$ cat src/rtl/pipeline_ctrl_pkg.sv
// Shared definitions for the pipeline controller, datapath and bench.
package pipeline_ctrl_pkg;

   // Controller FSM encoding; values are fixed so other blocks can decode them.
   typedef enum logic [1:0] {
      StIdle  = 2'd0,
      StWait  = 2'd1,
      StFlush = 2'd2
   } state_e;

   // Stage indices in pipe order; fetch is bit 0.
   localparam int unsigned STAGE_IF  = 0;
   localparam int unsigned STAGE_ID  = 1;
   localparam int unsigned STAGE_EX  = 2;
   localparam int unsigned STAGE_MEM = 3;
   localparam int unsigned STAGE_WB  = 4;

   // Width of the flush-length down-counter (FLUSH_CYCLES is 1..15).
   localparam int unsigned FLUSH_CNT_W = 4;

endpackage

$ cat src/rtl/pipeline_ctrl_stall_vec.sv
// Suffix-OR of stall requests: a stalling stage freezes itself and every
// earlier stage, while later stages keep draining.
module pipeline_ctrl_stall_vec #(
   parameter int unsigned STAGES = 5
) (
   input  logic [STAGES-1:0] stall_req_i,
   output logic [STAGES-1:0] stall_vec_o
);

   logic acc;

   // Walk from the youngest stage down, accumulating any later request.
   always_comb begin
      stall_vec_o = '0;
      acc         = 1'b0;
      for (int i = int'(STAGES) - 1; i >= 0; i--) begin
         acc            = acc | stall_req_i[i];
         stall_vec_o[i] = acc;
      end
   end

endmodule

$ cat src/rtl/pipeline_ctrl.sv
// Pipeline controller: per-stage stall vector, sequenced flush with PC
// redirect, and a saturating stalled-cycle counter.
module pipeline_ctrl
   import pipeline_ctrl_pkg::*;
#(
   parameter int unsigned STAGES       = 5,
   parameter int unsigned ADDR_WIDTH   = 32,
   parameter int unsigned FLUSH_CYCLES = 1,
   parameter int unsigned CNT_WIDTH    = 32
) (
   input  logic                  clk,
   input  logic                  rst,
   input  logic [STAGES-1:0]     stall_req_in,
   input  logic [STAGES-1:0]     busy_in,
   input  logic                  flush_req_in,
   input  logic [ADDR_WIDTH-1:0] flush_pc_in,
   output logic [STAGES-1:0]     stall_out,
   output logic                  flush_out,
   output logic                  redirect_valid_out,
   output logic [ADDR_WIDTH-1:0] redirect_pc_out,
   output logic [CNT_WIDTH-1:0]  stall_cycles_out
);

   localparam logic [FLUSH_CNT_W-1:0] FlushInit = FLUSH_CNT_W'(FLUSH_CYCLES - 1);
   localparam logic [FLUSH_CNT_W-1:0] FlushOne  = FLUSH_CNT_W'(1);
   localparam logic [CNT_WIDTH-1:0]   CntOne    = CNT_WIDTH'(1);

   state_e                  state_q, state_d;
   logic [FLUSH_CNT_W-1:0]  flush_cnt_q, flush_cnt_d;
   logic [ADDR_WIDTH-1:0]   pc_q, pc_d;
   logic                    flush_q, flush_d;
   logic                    redirect_valid_q, redirect_valid_d;
   logic [ADDR_WIDTH-1:0]   redirect_pc_q, redirect_pc_d;
   logic [CNT_WIDTH-1:0]    stall_cnt_q, stall_cnt_d;
   logic [STAGES-1:0]       suffix_stall;

   pipeline_ctrl_stall_vec #(
      .STAGES(STAGES)
   ) u_stall_vec (
      .stall_req_i(stall_req_in),
      .stall_vec_o(suffix_stall)
   );

   // Stall vector: requests in IDLE, full freeze in WAIT, none in FLUSH or reset.
   always_comb begin
      stall_out = '0;
      if (rst) begin
         unique case (state_q)
            StIdle:  stall_out = suffix_stall;
            StWait:  stall_out = '1;
            default: stall_out = '0;
         endcase
      end
   end

   // Next-state, flush sequencing and stall counter.
   always_comb begin
      state_d          = state_q;
      flush_cnt_d      = flush_cnt_q;
      pc_d             = pc_q;
      flush_d          = 1'b0;
      redirect_valid_d = 1'b0;
      redirect_pc_d    = redirect_pc_q;
      stall_cnt_d      = stall_cnt_q;

      if ((stall_out != '0) && (stall_cnt_q != '1)) begin
         stall_cnt_d = stall_cnt_q + CntOne;
      end

      case (state_q)
         StIdle: begin
            if (flush_req_in) begin
               pc_d = flush_pc_in;
               if (busy_in == '0) begin
                  state_d          = StFlush;
                  flush_cnt_d      = FlushInit;
                  flush_d          = 1'b1;
                  redirect_valid_d = 1'b1;
                  redirect_pc_d    = flush_pc_in;
               end else begin
                  state_d = StWait;
               end
            end
         end
         // Later flush requests are dropped: the oldest one already latched wins.
         StWait: begin
            if (busy_in == '0) begin
               state_d          = StFlush;
               flush_cnt_d      = FlushInit;
               flush_d          = 1'b1;
               redirect_valid_d = 1'b1;
               redirect_pc_d    = pc_q;
            end
         end
         StFlush: begin
            if (flush_cnt_q == '0) begin
               state_d = StIdle;
            end else begin
               flush_cnt_d = flush_cnt_q - FlushOne;
               flush_d     = 1'b1;
            end
         end
         default: state_d = StIdle;
      endcase
   end

   // State and registered outputs with synchronous active-low reset.
   always_ff @(posedge clk) begin
      if (!rst) begin
         state_q          <= StIdle;
         flush_cnt_q      <= '0;
         pc_q             <= '0;
         flush_q          <= 1'b0;
         redirect_valid_q <= 1'b0;
         redirect_pc_q    <= '0;
         stall_cnt_q      <= '0;
      end else begin
         state_q          <= state_d;
         flush_cnt_q      <= flush_cnt_d;
         pc_q             <= pc_d;
         flush_q          <= flush_d;
         redirect_valid_q <= redirect_valid_d;
         redirect_pc_q    <= redirect_pc_d;
         stall_cnt_q      <= stall_cnt_d;
      end
   end

   assign flush_out          = flush_q;
   assign redirect_valid_out = redirect_valid_q;
   assign redirect_pc_out    = redirect_pc_q;
   assign stall_cycles_out   = stall_cnt_q;

endmodule

$ cat config.mk
export PLATFORM = sky130hd
export DESIGN_NAME = pipeline_ctrl
export DESIGN_NICKNAME = d
export VERILOG_FILES = /design/src/rtl/pipeline_ctrl_pkg.sv /design/src/rtl/pipeline_ctrl_stall_vec.sv /design/src/rtl/pipeline_ctrl.sv
export SDC_FILE = /design/constraint.sdc
export NUM_CORES = 1
export LEC_CHECK = 0
export CAP_MARGIN = 10
export CORE_MARGIN = 2
export CORE_UTILIZATION = 40
export DETAILED_ROUTE_END_ITERATION = 8
export HOLD_SLACK_MARGIN = 0.03
export PLACE_DENSITY = 0.67
export SLEW_MARGIN = 25
export SYNTH_ARGS = -nofsm -noshare
export SYNTH_HDL_FRONTEND = slang
export SYNTH_SLANG_ARGS = --single-unit
$ cat constraint.sdc
create_clock -name clk -period 2.7 [get_ports clk]
set_input_delay 0.405 -clock clk [delete_from_list [all_inputs] [get_ports clk]]
set_output_delay 0.405 -clock clk [all_outputs]
set_load 0.01 [all_outputs]
# Yosys cells after proc, flatten, opt, wreduce, memory -nomap -nowiden
# Index checks and enable logic that the tools add are counted.
dict set report word_totals {
  ram_bits 0
  romBits 0
  latchBits 0
  n_memories 0
  ff_bits 104
  word_cells 52
  in_bits 45
}
dict set report classes {
  magnitude_cmp 0
  div_mod_pow 0
  bitwise_logic 4
  n_reduce_logical 11
  eq_ne 8
  n_shift 0
  multipliers 0
  addsub 2
  mux 20
}
# cell count
set op_table {}
lappend op_table {{$mux 32} 3}
lappend op_table {{$pmux 32 s2} 1}
lappend op_table {{$add 32x1->32 const B} 1}
lappend op_table {{$ne 32x32->1 const B} 1}
lappend op_table {{$mux 4} 3}
lappend op_table {{$pmux 4 s3} 1}
lappend op_table {{$ne 2x2->1 const B} 5}
lappend op_table {{$pmux 5 s2} 1}
lappend op_table {{$mux 2} 4}
lappend op_table {{$pmux 2 s3} 1}
lappend op_table {{$reduce_and 3->1} 2}
lappend op_table {{$logic_not 5->1} 1}
lappend op_table {{$mux 5} 1}
lappend op_table {{$reduce_bool 5->1} 1}
lappend op_table {{$logic_not 4->1} 1}
lappend op_table {{$or 1x1->1} 4}
lappend op_table {{$reduce_and 4->1} 1}
lappend op_table {{$sub 4x1->4 const B} 1}
lappend op_table {{$mux 1} 3}
lappend op_table {{$pmux 1 s3} 1}
lappend op_table {{$reduce_bool 3->1} 1}
lappend op_table {{$eq 2x1->1 const B} 1}
lappend op_table {{$eq 2x2->1 const B} 1}
lappend op_table {{$logic_not 2->1} 1}
lappend op_table {{other kinds (4)} 4}

# Longest topological paths before layout
# Gate-level depths: netlist (run 1).
dict set report logic_depth {
  word_depth 8
  depth_mapped 7
  depth_no_buf 7
}

# Hierarchy
# From an unflattened synthesis (run 1), not the netlist that was laid out.
dict set report hier_totals {
  hier_cells 530
  area_unflattened_um2 4825.9
}
# module area_each_um2 seq_area_each_um2 n_inst cells_per_inst
set by_module_without_submodules {}
lappend by_module_without_submodules {pipeline_ctrl 4780.8 2082.0 1 524}
lappend by_module_without_submodules {pipeline_ctrl_stall_vec 45.0 0.0 1 6}

# Least setup slack after synthesis (run 1)
# OpenSTA, ideal clock, no wires.
dict set report synth_timing {
  path_kind {register -> register}
  start {reg stall_cnt_q[9], in the netlist stall_cycles_out[9]}
  end {reg stall_cnt_q[30], in the netlist stall_cycles_out[30]}
  setup_time_ns 0.070
  path_stages_with_launch 8
  period_less_slack_ns 2.151
  arrival_ns 2.081
  required_ns 2.630
  n_path_buf 2
  path_slack_ns 0.549
  path_cell_list {dfxtp_1 -> nand4_2 -> or2_4 -> or3_1 -> buf_2 -> buf_6 -> or4_1 -> a21oi_1}
}
dict set report synth_between {
  elab_chain_cells 2
  elab_cells_between_ends 3
}
# item line
set synth_lines {}
lappend synth_lines {{start, declared} pipeline_ctrl.sv:34} ;# logic [CNT_WIDTH-1:0] stall_cnt_q, stall_cnt_d;
lappend synth_lines {{start signal, assigned} pipeline_ctrl.sv:124} ;# stall_cnt_q <= stall_cnt_d;
lappend synth_lines {{parallel branches: the longest is 2 deep, another holds $add 32x1->32} n/a}
# Parallel ways; which one is timed is not known.
# A chain may end at the register's enable or synchronous reset.

# Worst setup path in the final report (run 1)
dict set report layout_timing {
  start {in stall_req_in[4]}
  end {out stall_out[0]}
}
dict set report layout_between {
  elab_chain_cells 6
}
# item line
set layout_lines {}
lappend layout_lines {{start, declared} pipeline_ctrl.sv:13} ;# input logic [STAGES-1:0] stall_req_in,
lappend layout_lines {{$or 1x1->1 (4 in series)} pipeline_ctrl_stall_vec.sv:17} ;# acc = acc | stall_req_i[i];
lappend layout_lines {{$pmux 5 s2} pipeline_ctrl.sv:48} ;# unique case (state_q)
lappend layout_lines {{$mux 5} pipeline_ctrl.sv:47} ;# if (rst) begin
lappend layout_lines {{end, declared} pipeline_ctrl.sv:17} ;# output logic [STAGES-1:0] stall_out,
# Every way passes these cells.

==> results of run 1 <==
path summary, 6_finish.rpt:
kind	end	depth (start not counted)
worst max-delay path	stall_out[0]	6
worst max register to register	stall_cycles_out[31]	5
worst min register to register	pc_q[25]	2
worst min-delay path	pc_q[25]	2
stage by stage:
stage / area [sq um] / power (mW) / cells
6_report: 6150 / 3.33 / 781
5_1_grt: 6150 / 3.45 / 781
4_1_cts: 6150 / 3.36 / 781
3_5_place_dp: 5850 / 2.01 / 765
3_3_place_gp: 5850 / 2.01 / 765
2_1_floorplan: 4520 / 1.83 / 534
worst min-delay path, stage by stage (launching register included):
cell and delay, ns:
dfxtp_1 0.31, nand2_1 0.05, a21oi_1 0.05
layout make-up:
cell class,count,area (sq um)
Fill cell,992,4780
Sequential cell,104,2080
Clock buffer,12,256
Tap cell,140,175
Timing Repair Buffer,128,1290
Clock inverter,4,51.3
Multi-Input combinational cell,382,2260
Inverter,11,41.3
state kept, by name (all words and copies together), names as in the netlist:
| signal | cells |
|---|---|
| pc_q | 32 |
| state_q | 2 |
| flush_out | 1 |
| redirect_valid_out | 1 |
| redirect_pc_out | 32 |
| flush_cnt_q | 4 |
| stall_cycles_out | 32 |
kinds of logic after synthesis:
| logic type | Yosys count |
|---|---|
| buffers and inverters | 48 |
| and+or+nand+nor | 221 |
| xor gates and xnor gates | 2 |
| muxes | 42 |
| AOI/OAI and AO/OA | 115 |
| adders and majority gates | 2 |
| DFF | 104 |
power by group through the flow:
stage,Clock [mW],Sequential [mW],Combinational [mW]
2_1_floorplan,0,1.65,0.183
3_3_place_gp,0,1.65,0.356
3_5_place_dp,0,1.65,0.361
4_1_cts,1.38,1.62,0.363
5_1_grt,1.44,1.62,0.393
6_report,1.35,1.62,0.359
cells in the mapped netlist (all sizes together) (5+ instances only):
library cell	n
dfxtp	104
nand2	88
a21oi	55
nor2	51
mux2i	42
a211oi	33
clkbuf	30
or4	18
nand3	16
o31ai	16
inv	11
nand2b	8
nand4	8
nor4	8
buf	7
and3	5
or3	5
routing by layer:
layer	vias to the layer above	wire length, um	share of wire
met5	-	0	0
met4	0	202	0.018
met3	13	709	0.063
met2	132	5190	0.46
met1	1919	5140	0.46
li1	2114	-	-
layout by cell type (no fill, tap or decap), drive strengths merged, types with 8 or more instances in the layout:
master and instances:
nor2 51, mux2i 42, o31ai 16, nand2b 8
clkdlybuf4s50 115, nand4 8, dfxtp 104, nor4 8
nand2 88, or4 18, inv 12, clkbuf 12
buf 13, a21oi 55, nand3 16, a211oi 33
==> run summary, run 1 <==
Routing usage on met3 = 0.0306
Initial antenna violation count = 0
GR Layer Usage met1 = 0.244
Async set or reset register ratio after synthesis = 0
Synth Cell Area = 0.00452 sq mm
Area grow syn2layout = 36.0%
Cell variety after synth = 40
Clock Tree Root = clkbuf_16
Vias in the first global route = 3,923
Hold violation count in the final report = 0
Post-cts resize count = 0
Top FF cell, synth = dfxtp_1
P_leak = 2.22 nW
Final setup violation count = 0
Mux contribution to synthesized area = 0.0929
Die span in y = 110 um
Worst-path fanout max = 14
CTS Sinks = 104
Compound-Gate Fraction of Synth Area = 0.160
Global-route wire length before repair = 18,300 um
#FFs+latches synth = 104
Top cell family by delay on the critical path = buffers and inverters
Crit. End Element = output pin
Crit-path cells = clkdlybuf4s50_1 -> nor4_1 -> buf_4 -> a21oi_1 -> buf_4 -> clkdlybuf4s50_1
Pins Over Slew Limit = 0
Least-Margin Pin Slew = 0.885 ns
Antenna cell count = 0
CP Data Required Time = 2.30 ns
CP arrival = 2.04 ns
DP Wirelength = 7590 um
Max rail drop VDD = 0.293 mV
DR iter-0 viols = 239
P per Cell Area = 540 mW/mm^2
WP buf/inv = 4
Die ar. = 0.0122 sq mm
PnR worst setup slack = 0.253 ns
Clk buf depth = 2
Max-slew headroom = 0.401
Clock share of power = 0.406
Max Cap Viol = 0
Starting density of the core = 0.414
Sequential element share of the synthesized area = 0.460
GRT Resource Usage Total = 0.188
Sequential share of power = 0.486
Clock Skew = 0.00726 ns
CP max stage cell = clkdlybuf4s50_1
# IOs = 116
Vias = 4,178
CTS tree = built
Worst Setup SP = stall_req_in[4]
Worst Hold Class = reg -> reg
Fin crit period = 2.45 ns
H-tree depth = 3
WL final = 11,200 um
Clock latency on the worst-skew pair = 0.34 ns
Synth Instances = 534
Buffers on Ports = 115
DRC Markers = 0
Global route hottest layer = met2
Slowest Stage Delay on Critical Path = 0.57 ns
Hold Worst Slack = 0.454 ns
Drt wl/cell = 14.4 um
Grt total ovfl = 0
Avg Inst Size Synth = 8.47 sq um
P_int = 2.54 mW
Reg clk slew, reported paths = 0.07 ns
Final Net Count = 683
RSZ-0062 raised after global routing = false
Synth Area in Simple Gates = 0.235
Largest net degree at the start of global routing = 65
DRT Pass-1 Iters = 4
Sum Neg Setup Slack = 0 ns
Yosys top cell by area = dfxtp_1
Die W = 110 um
RD Place Congestion = 0.808
Top cells by area, synth = dfxtp_1, mux2i_1, nand2_1, a21oi_1, a211oi_1
Share of the clock period used by the worst path = 0.906
Adder-cell area share of the yosys netlist = 0.00553
Worst R2R Setup Slack = 0.39 ns
Largest family of logic cells by synthesized area = simple AND/OR/NAND/NOR gates
Site Rows = 38
Core area = 0.0109 sq mm
ANT nets after route = 0
Syn nets = 581
Met2 usage = 0.312
Switching power = 0.787 mW
Post-synthesis xor/xnor area fraction = 0.00387
Combinational power share = 0.108
Type of the worst setup path = in -> out
FMAX = 0.409 GHz
Layout cells sized above 1 = 0.0593
Setup Fix Bufs, Post-CTS = 0
EDFF count, synth = 0
Sw Ratio = 0.237
Placement Setup Slack = 0.0342 ns
Hold-fix buffers at CTS = 0
CP Launch Type = input pin
Yosys warns = 0
Avg Vias per Cell = 5.35
Reg-to-reg startpoint = stall_cycles_out[9]
Status = completed
Cts bufs inserted = 9
Hold path startpoint = pc_q[25]
Post-synth top area share = 0.460
Post-layout util = 0.563
No activity file was read; power rests on OpenSTA's default activity.
==> run 2: changes to the inputs <==
==> constraint.sdc (replaced) <==
create_clock -name clk -period 2.9 [get_ports clk]
set_input_delay 0.435 -clock clk [delete_from_list [all_inputs] [get_ports clk]]
set_output_delay 0.435 -clock clk [all_outputs]
set_load 0.01 [all_outputs]
==> run 2 against run 1 <==
Against the previous run: global-route usage is 0.38 points lower; design area is 0.37% lower; via count is 1.2% lower; clock-buffer cell count is 3 lower; register-to-register slack better by 0.18 ns; non-clock buffer count is 1 lower; cell count is 0.13% lower; first-iteration DRC count is 19% lower.
==> run summary, run 2 (same netlist as run 1, synthesis figures left out) <==
Die W = 110 um
Final Instance Area = 0.00613 sq mm
Most frequent cells in the layout = clkdlybuf4s50_1, dfxtp_1, nand2_1, a21oi_1, nor2_1
Avg Vias per Cell = 5.29
Antenna cell count = 0
CP Data Required Time = 2.47 ns
Register-to-Register Path Depth = 5
Max-slew headroom = 0.387
Max rail drop VDD = 0.239 mV
Post-layout util = 0.561
Worst-path fanout max = 14
Most frequent CP cell = clkdlybuf4s50_1
Slowest Stage Delay on Critical Path = 0.49 ns
CTS Sinks = 104
Hold violation count in the final report = 0
WP buf/inv = 3
CP max stage cell = clkdlybuf4s50_1
Clock Skew = 0.00942 ns
Clock Tree Root = clkbuf_16
Global route hottest layer = met2
Global-route wire length before repair = 18,100 um
CP arrival = 2.13 ns
Final Net Count = 682
Share of the clock period used by the worst path = 0.884
Die ar. = 0.0122 sq mm
GRT Resource Usage Total = 0.184
Setup Fix Bufs, Post-CTS = 0
Sum Neg Setup Slack = 0 ns
CTS tree = built
Crit. End Element = output pin
Crit-path cells = clkdlybuf4s50_1 -> nor4_1 -> a21oi_1 -> buf_4 -> clkdlybuf4s50_1
Worst Hold Class = reg -> reg
Area occupied by multi-input gates = 0.00226 sq mm
Hold-fix buffers at CTS = 0
Core area = 0.0109 sq mm
DP Area = 0.00583 sq mm
Pins Over Slew Limit = 0
WL final = 11,000 um
FMAX = 0.390 GHz
Clk buf depth = 2
FILL cells = 1,046
Cts bufs inserted = 9
DRC Markers = 0
Top cell family by delay on the critical path = buffers and inverters
Fin crit period = 2.56 ns
# IOs = 116
RD Place Congestion = 0.828
Vias = 4,127
Die span in y = 110 um
Layout cells sized above 1 = 0.0594
Final non-filler cell total = 780
Drt wl/cell = 14.1 um
Sequential cell area = 0.00208 sq mm
Vias in the first global route = 3,899
CP Launch Type = input pin
Largest net degree at the start of global routing = 86
Hold Path Depth = 2
Grt total ovfl = 0
H-tree depth = 3
Routing usage on met3 = 0.0353
Buffers on Ports = 115
DR iter-0 viols = 194
Area grow syn2layout = 35.5%
Final setup violation count = 0
Site Rows = 38
DP Wirelength = 7470 um
DRT Pass-1 Iters = 4
Max Cap Viol = 0
Reg clk slew, reported paths = 0.07 ns
Placed cells = 764
Clock latency on the worst-skew pair = 0.35 ns
ANT nets after route = 0
P per Cell Area = 499 mW/mm^2
Met2 usage = 0.313
GR Layer Usage met1 = 0.237
Status = completed
RSZ-0062 raised after global routing = false
Critical path depth = 5
Least-Margin Pin Slew = 0.905 ns
Post-cts resize count = 0
P_leak = 2.20 nW
Initial antenna violation count = 0
Starting density of the core = 0.414
Type of the worst setup path = in -> out
Most common cell after layout, fill and taps aside = clkdlybuf4s50_1
## run 2: layout make-up
| class | instances | share of cell area |
|---|---|---|
| multi-input cells | 382 | 0.369 |
| flip-flops and latches | 104 | 0.340 |
| repair buffers | 127 | 0.207 |
| clock buffers | 9 | 0.0367 |
| well taps | 140 | 0.0286 |
| clock inverters | 7 | 0.0131 |
| inverters | 11 | 0.00673 |
## run 2: worst paths after layout
kind | from | end | slack [ns]
worst max-delay path | stall_req_in[3] | stall_out[0] | 0.34
worst min-delay path | pc_q[26] | pc_q[26] | 0.45
worst max register to register | stall_cycles_out[8] | stall_cycles_out[29] | 0.57
worst min register to register | pc_q[26] | pc_q[26] | 0.45
## run 2: tightest hold or removal path, delay by kind of cell, from the launching register on
family,cells,cell delay [ns]
DFF,1,0.31
and+or+nand+nor,1,0.05
AOI/OAI and AO/OA,1,0.05
## run 2: per-layer routing
layer / share of wire / up-vias / wire length (um)
met1: 0.47 / 1898 / 5150
li1: - / 2108 / -
met3: 0.051 / 14 / 563
met5: 0 / - / 0
met2: 0.47 / 107 / 5170
met4: 0.012 / 0 / 130
## run 2: through the flow
step	setup WS, ns	power [mW]	hold slack, ns
finish	0.336	3.06	0.455
CTS	0.317	3.10	0.456
detailed placement	0.302	1.87	0.446
global route	0.202	3.18	0.475
floorplan	0.737	1.71	0.436
global placement	0.323	1.86	0.441
## run 2: power by group
| group | leakage, nW | internal (mW) | total, mW | switching [mW] |
|---|---|---|---|---|
| clock network | 0.146 | 0.616 | 1.22 | 0.607 |
| logic | 1.21 | 0.169 | 0.331 | 0.162 |
| registers | 0.844 | 1.47 | 1.50 | 0.0311 |
| total | 2.20 | 2.26 | 3.06 | 0.800 |
